`config.mk`:
```
export PLATFORM = sky130hd
export DESIGN_NAME = sb_tx_arbiter
export DESIGN_NICKNAME = d
export VERILOG_FILES = /design/src/rtl/SB_codex_pkg.sv /design/src/rtl/sb_rr_pick.sv /design/src/rtl/sb_tx_arbiter.sv
export SDC_FILE = /design/constraint.sdc
export NUM_CORES = 1
export LEC_CHECK = 0
export BUFFER_PORTS_ARGS = -buffer_cell sky130_fd_sc_hd__buf_2
export CAP_MARGIN = 20
export CORE_ASPECT_RATIO = 1.2
export CORE_MARGIN = 3
export CORE_UTILIZATION = 53
export CTS_CLUSTER_SIZE = 40
export DETAILED_ROUTE_END_ITERATION = 6
export MAX_ROUTING_LAYER = met4
export PLACE_DENSITY = 0.88
export SLEW_MARGIN = 20
export SYNTH_ARGS = -nofsm -noshare
export SYNTH_HDL_FRONTEND = slang
export SYNTH_SLANG_ARGS = --single-unit
```
`constraint.sdc`:
```
create_clock -name clk_100MHz -period 5.25 [get_ports clk_100MHz]
set_input_delay 1.05 -clock clk_100MHz [delete_from_list [all_inputs] [get_ports clk_100MHz]]
set_output_delay 1.05 -clock clk_100MHz [all_outputs]
set_load 0.01 [all_outputs]
```
`src/rtl/SB_codex_pkg.sv`:
```
// Shared sideband types: message codes, arbiter FSM states and the idle message value.
package SB_codex_pkg;

  typedef enum logic [7:0] {
    SB_MSG_NONE               = 8'h00,
    LinkMgmt_RDI_Active_req   = 8'h01,
    LinkMgmt_RDI_Active_rsp   = 8'h02,
    SBINIT_out_of_reset       = 8'h10,
    SBINIT_done_req           = 8'h11,
    SBINIT_done_rsp           = 8'h12,
    MBINIT_PARAM_config_req   = 8'h20,
    MBINIT_PARAM_config_rsp   = 8'h21,
    MBTRAIN_VALVREF_start_req = 8'h30,
    MBTRAIN_VALVREF_end_req   = 8'h31,
    LINKINIT_done_req         = 8'h40
  } SB_msg_t;

  typedef enum logic [1:0] {
    IDLE       = 2'd0,
    WAIT_BUSY  = 2'd1,
    WAIT_READY = 2'd2
  } sb_arb_state_t;

  localparam int unsigned SB_DATA_W = 64;

  function automatic SB_msg_t reset_SB_msg();
    return SB_MSG_NONE;
  endfunction

endpackage

```
`src/rtl/sb_rr_pick.sv`:
```
// Round-robin winner search: first pending index starting at rr_ptr_i, wrapping modulo NUM_REQ.
module sb_rr_pick #(
  parameter int NUM_REQ = 4
) (
  input  logic [NUM_REQ-1:0]         pending_i,
  input  logic [$clog2(NUM_REQ)-1:0] rr_ptr_i,
  output logic                       any_pending_o,
  output logic [$clog2(NUM_REQ)-1:0] winner_o
);

  localparam int IDX_W = $clog2(NUM_REQ);
  localparam logic [IDX_W:0] NUM_REQ_W = (IDX_W+1)'(NUM_REQ);

  logic [IDX_W:0]   sum_s;
  logic             hit_s;
  logic             found_s;
  logic [IDX_W-1:0] winner_s;

  // Walk the offsets in priority order and latch the first pending hit
  always_comb begin
    sum_s    = '0;
    hit_s    = 1'b0;
    found_s  = 1'b0;
    winner_s = '0;
    for (int k = 0; k < NUM_REQ; k++) begin
      sum_s    = {1'b0, rr_ptr_i} + (IDX_W+1)'(k);
      sum_s    = (sum_s >= NUM_REQ_W) ? (sum_s - NUM_REQ_W) : sum_s;
      hit_s    = !found_s && pending_i[sum_s[IDX_W-1:0]];
      winner_s = hit_s ? sum_s[IDX_W-1:0] : winner_s;
      found_s  = found_s | hit_s;
    end
  end

  assign any_pending_o = |pending_i;
  assign winner_o      = winner_s;

endmodule

```
`src/rtl/sb_tx_arbiter.sv`:
```
// Sideband TX arbiter: one-entry slot per LTSM requester, round-robin issue to the SB TX serializer
// paced by the serializer's sendNextFlag handshake.
module sb_tx_arbiter
  import SB_codex_pkg::*;
#(
  parameter int NUM_REQ       = 4,
  parameter int BUSY_WAIT_MAX = 4
) (
  input  logic                         clk_100MHz,
  input  logic                         reset_n,
  input  SB_msg_t                      req_msg_i  [NUM_REQ],
  input  logic [SB_DATA_W-1:0]         req_data_i [NUM_REQ],
  input  logic [NUM_REQ-1:0]           req_valid_i,
  input  logic [NUM_REQ-1:0]           req_flush_i,
  output logic [NUM_REQ-1:0]           req_pending_o,
  output logic [NUM_REQ-1:0]           req_sent_o,
  output logic [NUM_REQ-1:0]           req_overwrite_o,
  output logic [$clog2(NUM_REQ)-1:0]   grant_idx_o,
  output SB_msg_t                      SB_TX_msg_o,
  output logic [SB_DATA_W-1:0]         SB_TX_dataBus_o,
  output logic                         SB_TX_msg_valid_o,
  input  logic                         SB_TX_msg_sendNextFlag_i
);

  localparam int IDX_W = $clog2(NUM_REQ);
  localparam int CNT_W = (BUSY_WAIT_MAX > 1) ? $clog2(BUSY_WAIT_MAX) : 1;
  localparam logic [CNT_W-1:0]   CNT_LAST = CNT_W'(BUSY_WAIT_MAX - 1);
  localparam logic [CNT_W-1:0]   CNT_ONE  = {{(CNT_W-1){1'b0}}, 1'b1};
  localparam logic [IDX_W-1:0]   IDX_LAST = IDX_W'(NUM_REQ - 1);
  localparam logic [IDX_W-1:0]   IDX_ONE  = {{(IDX_W-1){1'b0}}, 1'b1};
  localparam logic [NUM_REQ-1:0] ONE_HOT0 = {{(NUM_REQ-1){1'b0}}, 1'b1};

  SB_msg_t              slot_msg_r  [NUM_REQ];
  logic [SB_DATA_W-1:0] slot_data_r [NUM_REQ];
  logic [NUM_REQ-1:0]   pending_r;
  logic [NUM_REQ-1:0]   sent_r;
  logic [NUM_REQ-1:0]   overwrite_r;
  logic [IDX_W-1:0]     rr_ptr_r;
  logic [IDX_W-1:0]     grant_r;
  SB_msg_t              tx_msg_r;
  logic [SB_DATA_W-1:0] tx_data_r;
  logic                 tx_valid_r;
  sb_arb_state_t        state_r;
  logic [CNT_W-1:0]     cnt_r;

  logic                 any_pending_s;
  logic [IDX_W-1:0]     winner_s;
  logic                 issue_s;
  logic [NUM_REQ-1:0]   issue_vec_s;
  logic [NUM_REQ-1:0]   pending_nxt_s;
  logic [NUM_REQ-1:0]   overwrite_nxt_s;
  logic [IDX_W-1:0]     rr_ptr_nxt_s;
  sb_arb_state_t        state_nxt_s;
  logic [CNT_W-1:0]     cnt_nxt_s;

  sb_rr_pick #(
    .NUM_REQ (NUM_REQ)
  ) u_rr_pick (
    .pending_i     (pending_r),
    .rr_ptr_i      (rr_ptr_r),
    .any_pending_o (any_pending_s),
    .winner_o      (winner_s)
  );

  // Issue decision and slot bookkeeping; a capture on the slot being issued keeps the new content pending
  always_comb begin
    issue_s         = (state_r == IDLE) && any_pending_s && SB_TX_msg_sendNextFlag_i;
    issue_vec_s     = issue_s ? (ONE_HOT0 << winner_s) : '0;
    pending_nxt_s   = req_valid_i | (pending_r & ~req_flush_i & ~issue_vec_s);
    overwrite_nxt_s = req_valid_i & pending_r & ~issue_vec_s;
    rr_ptr_nxt_s    = (winner_s == IDX_LAST) ? '0 : (winner_s + IDX_ONE);
  end

  // Handshake FSM: after an issue, wait for the serializer to go busy then ready, or time out
  always_comb begin
    state_nxt_s = state_r;
    cnt_nxt_s   = cnt_r;
    case (state_r)
      IDLE: begin
        if (issue_s) begin
          state_nxt_s = WAIT_BUSY;
          cnt_nxt_s   = '0;
        end else begin
          state_nxt_s = IDLE;
        end
      end
      WAIT_BUSY: begin
        if (!SB_TX_msg_sendNextFlag_i) begin
          state_nxt_s = WAIT_READY;
        end else if (cnt_r == CNT_LAST) begin
          state_nxt_s = IDLE;
        end else begin
          cnt_nxt_s = cnt_r + CNT_ONE;
        end
      end
      WAIT_READY: begin
        if (SB_TX_msg_sendNextFlag_i) begin
          state_nxt_s = IDLE;
        end else begin
          state_nxt_s = WAIT_READY;
        end
      end
      default: begin
        state_nxt_s = IDLE;
        cnt_nxt_s   = '0;
      end
    endcase
  end

  // Slot storage: content only, pending flags live with the control state
  always_ff @(posedge clk_100MHz or negedge reset_n) begin
    if (!reset_n) begin
      for (int i = 0; i < NUM_REQ; i++) begin
        slot_msg_r[i]  <= reset_SB_msg();
        slot_data_r[i] <= '0;
      end
    end else begin
      for (int i = 0; i < NUM_REQ; i++) begin
        if (req_valid_i[i]) begin
          slot_msg_r[i]  <= req_msg_i[i];
          slot_data_r[i] <= req_data_i[i];
        end
      end
    end
  end

  // Control state and registered serializer outputs; message/data hold between strobes
  always_ff @(posedge clk_100MHz or negedge reset_n) begin
    if (!reset_n) begin
      pending_r   <= '0;
      sent_r      <= '0;
      overwrite_r <= '0;
      rr_ptr_r    <= '0;
      grant_r     <= '0;
      tx_msg_r    <= reset_SB_msg();
      tx_data_r   <= '0;
      tx_valid_r  <= 1'b0;
      state_r     <= IDLE;
      cnt_r       <= '0;
    end else begin
      pending_r   <= pending_nxt_s;
      sent_r      <= issue_vec_s;
      overwrite_r <= overwrite_nxt_s;
      tx_valid_r  <= issue_s;
      state_r     <= state_nxt_s;
      cnt_r       <= cnt_nxt_s;
      if (issue_s) begin
        tx_msg_r  <= slot_msg_r[winner_s];
        tx_data_r <= slot_data_r[winner_s];
        grant_r   <= winner_s;
        rr_ptr_r  <= rr_ptr_nxt_s;
      end
    end
  end

  assign req_pending_o     = pending_r;
  assign req_sent_o        = sent_r;
  assign req_overwrite_o   = overwrite_r;
  assign grant_idx_o       = grant_r;
  assign SB_TX_msg_o       = tx_msg_r;
  assign SB_TX_dataBus_o   = tx_data_r;
  assign SB_TX_msg_valid_o = tx_valid_r;

endmodule

```
==> impl.org <==
** Layout
- Nets@finish :: ~1800
- Signed area change from the synthesized netlist to the final layout :: 21.9%
- Share of final-layout standard cells stronger than drive strength 1 :: 50.1%
- Final std cell area, no fill :: slightly below 0.02 mm^2

** Clock tree
- Clock Tree Root :: clkbuf_16
- The number of setup buffers added after CTS is 0.
- Once the clock tree was built, the resizer swapped 0 gates to a different size.
- For this design, the sink count on the clock tree is 381.
- TritonCTS built the clock tree.
- Clock-pin slew of the registers on the worst-case setup and hold paths :: 0.06 ns
- TritonCTS created 38 clock buffers.
- For the worst-skew pair, the clock arrives at the later sink with an insertion delay of 0.51 ns.
- Number of buffers on the longest clock path :: 3
- Buffers inserted to repair hold after CTS numbered 0.
- The H-tree was split into 2 levels.

** Floorplanning
- The die is 196 um tall.
- For this configuration, the core starts out at a cell density of a little over half.
- Measured along the x axis, the die boundary spans 164 um.
- Pin placement for this block handled 386 I/O pins.
- The die covers 0.0322 mm^2.
- Core outline area :: roughly 0.03 mm^2
- The floorplan has 68 rows.

** Global route
- Global-route total usage across every layer :: 26.2%
- Summed over all layers, the global routing overflow is 0.
- Entering global routing, the biggest net connects about 120 pins.
- Vias in the first global route :: around 12000
- Wire length of the first global-routing pass :: 64100 um
- The number of antenna violations at the first check in global routing was 15.

** Setup path
- Critical Path Sink Type :: flip-flop
- The signal on the critical path passes through nand2b_1 -> a21oi_1 -> a211o_4 -> buf_4 -> mux2i_1 -> o221ai_1.
- CP Max Fanout :: between 50 and 60
- Largest stage delay on the critical path :: 0.80 ns
- For this design, the slowest cell found on the critical path is a211o_4.
- For the worst setup path, the data arrival time is 3.25 ns.
- The critical path in this run is classified as flip-flop to flip-flop.
- STA classifies the critical path startpoint as a flip-flop.
- Required time worst endpoint :: 5.60 ns

** Timing
- Setup TNS :: 0 ns
- Max-slew violations :: 0
- Setup repair after global routing left no endpoint under its margin.
- After layout, the worst path uses 55.4% of the clock period.
- Between clock sinks in the finished design, the worst skew comes to 0.0169 ns.
- Subtracting the final worst setup slack from the clock period gives 2.91 ns.
- Count of endpoints failing setup in the final report :: 0
- Tightest slew margin relative to the limit :: 32.2%
- Timing-limited maximum frequency :: roughly 340 MHz
- At the pin with the least slew margin, the transition time is 1.02 ns.
- The count of final hold-check violations is 0.

** Power
- Clock group share of total power :: 29.0%
- For this design the static power due to leakage is 9.28 nW.
- Switch share :: about a third
- Summed over all nets, the switching power comes to a little under 3 mW.
- Max IR drop VDD :: roughly 330 uV
- Total internal power :: 6.23 mW
- Per report_power, the combinational group accounts for 29.4% of the total.
- The share of total power dissipated in sequential elements is 41.6%.
- For this design the ratio of total power to cell area is 471 mW/mm^2.

** Logic synthesis
- Flip-flop cell with the highest count after synthesis :: dfrtp_1
- Counting every net in the synthesized netlist gives about 1400.
- After synthesis, the cell types taking the most area are dfrtp_1 60%, mux2_2 20%, mux2i_1 9.1%.
- Synthesized netlist cell count :: 1104
- Number of enable-type register cells in the synthesized netlist :: 0
- Dividing the synthesized area by the synthesized cell count gives approximately 14 um^2.
- The number of different library cells used by synthesis comes to 29.
- Biggest area consumer among synthesized cells :: dfrtp_1
- Share of the synthesized area in the top cell type :: 59.9%
- Count of state elements after synthesis :: 381
- Among all cell types in the netlist, the one instantiated most often is dfrtp_1.
- Sequential elements use 59.9% of the synthesized area.
- The commonest cells after synthesis are 381 x dfrtp_1, 288 x mux2_2, 145 x mux2i_1.
- Yosys printed 0 warnings.
- Synth async-reset ratio :: 100%
- Post-synth design cell area :: 0.0159 mm^2

** Place
- Count of buffers from port buffering :: just under 400
- Summing all placed instances gives a cell area of between 0.015 and 0.02 mm^2.
- Weighted congestion reported at the end of routability-driven placement :: 0.837
- Half-perimeter wire length after placement :: 26700 um

** Route
- Detailed router's first-iteration violation count :: 671
- The routed layout has 10900 vias.
- Summed over all layers, the routed wires come to between 40000 and 50000 um.
- The pre-antenna-repair detailed-routing pass consisted of 5 iterations.
- In the final routed layout, each cell accounts on average for 22.0 um.
- For this run, design rule violations remaining after detail routing come to 0.
- Using the TritonRoute via totals, the vias-per-cell ratio works out to 5.74.
- Antenna-violating nets left :: 0

** Min path
- The worst hold path belongs to the class flip-flop to flip-flop.

** Flow run
- Max cap viols :: 0

** Status
- The flow ran to the end, and the final reports show no timing, DRC or antenna violations.
## path summary, 6_finish.rpt
kind / startpoint / to / slack, ns / cells after the start
max in group asynchronous: reset_n / slot_data_r[154] / 3.49 / 2
max reg2reg: req_pending_o[1] / SB_TX_dataBus_o[28] / 2.34 / 6
max: req_pending_o[1] / SB_TX_dataBus_o[28] / 2.34 / 6
min in group asynchronous: reset_n / slot_data_r[235] / 0.62 / 1
min: SB_TX_msg_o[7] / SB_TX_msg_o[7] / 0.49 / 2
min reg2reg: SB_TX_msg_o[7] / SB_TX_msg_o[7] / 0.49 / 2
## through the flow
stage / power (mW) / hold WS [ns] / std cells / util, % / setup WS [ns]
floorplan: 5.59 / 0.480 / 1104 / - / 3.07
global placement: 6.40 / 0.463 / 1810 / 62.1 / 2.23
detailed placement: 6.52 / 0.463 / 1810 / 62.1 / 2.23
CTS: 9.20 / 0.491 / 1878 / 66.3 / 2.32
global route: 9.60 / 0.513 / 1894 / 66.5 / 2.19
finish: 9.15 / 0.489 / 1894 / 66.5 / 2.34
## cell type report
class / instances / area, um^2
Fill cell: 2031 / 9770
Clock buffer: 54 / 1090
Timing Repair Buffer: 396 / 2100
Inverter: 14 / 55.1
Antenna cell: 15 / 37.5
Multi-Input combinational cell: 635 / 5990
Tap cell: 385 / 482
Clock inverter: 14 / 126
Sequential cell: 381 / 9530
## cell usage in the layout (no fill, tap or decap), drive strengths merged, types with 4 or more instances in the layout
cell type and count:
clkbuf 54, diode 15, nor2 7, mux2 288, clkinv 10, dfrtp 381, nand2 87, mux2i 145
buf 396, o221ai 75, o21ai 4, ha 7, inv 15
## metal layers
layer	track usage, %	vias to the layer above	wire (um)
li1	-	4744	-
met1	30.4	5558	15700
met2	43.6	465	21500
met3	5.36	108	2750
met4	12.4	0	1740
met5	-	-	0
## worst max-delay path: cells and delay by family (launching register included)
kind	cells	cell delay [ns]
muxes	1	0.29
and+or+nand+nor	1	0.18
buffers and inverters	1	0.66
DFF	1	0.41
AOI/OAI and AO/OA	3	1.16
## state kept, by name (all words and copies together), names as in the netlist
| signal | cells |
|---|---|
| SB_TX_msg_valid_o | 1 |
| SB_TX_msg_o | 8 |
| slot_msg_r | 32 |
| slot_data_r | 256 |
| grant_idx_o | 2 |
| rr_ptr_r | 2 |
| SB_TX_dataBus_o | 64 |
| state_r | 2 |
| req_overwrite_o | 4 |
| req_sent_o | 4 |
| cnt_r | 2 |
| req_pending_o | 4 |
## power by group through the flow
| stage | Sequential (mW) | Combinational, mW | Clock, mW |
|---|---|---|---|
| final | 3.80 | 2.69 | 2.65 |
| after detailed placement | 3.83 | 2.69 | 0 |
| after CTS | 3.80 | 2.71 | 2.70 |
| after global placement | 3.80 | 2.60 | 0 |
| after floorplan | 3.90 | 1.69 | 0 |
| after global routing | 3.85 | 2.91 | 2.84 |
## cells by family (layout without fill, tap and decap cells)
kind of cell	Yosys count	count (layout)	synth area share [%]
AO/OA/AOI/OAI	89	89	4.72
adder cells (fa/ha/maj)	7	7	0.550
buffers and inverters	88	478	2.70
flip-flops	381	381	59.9
multiplexers	433	433	29.5
other	0	15	0
AND/OR/NAND/NOR	106	106	2.66
Power figures use the tool's default switching activity.
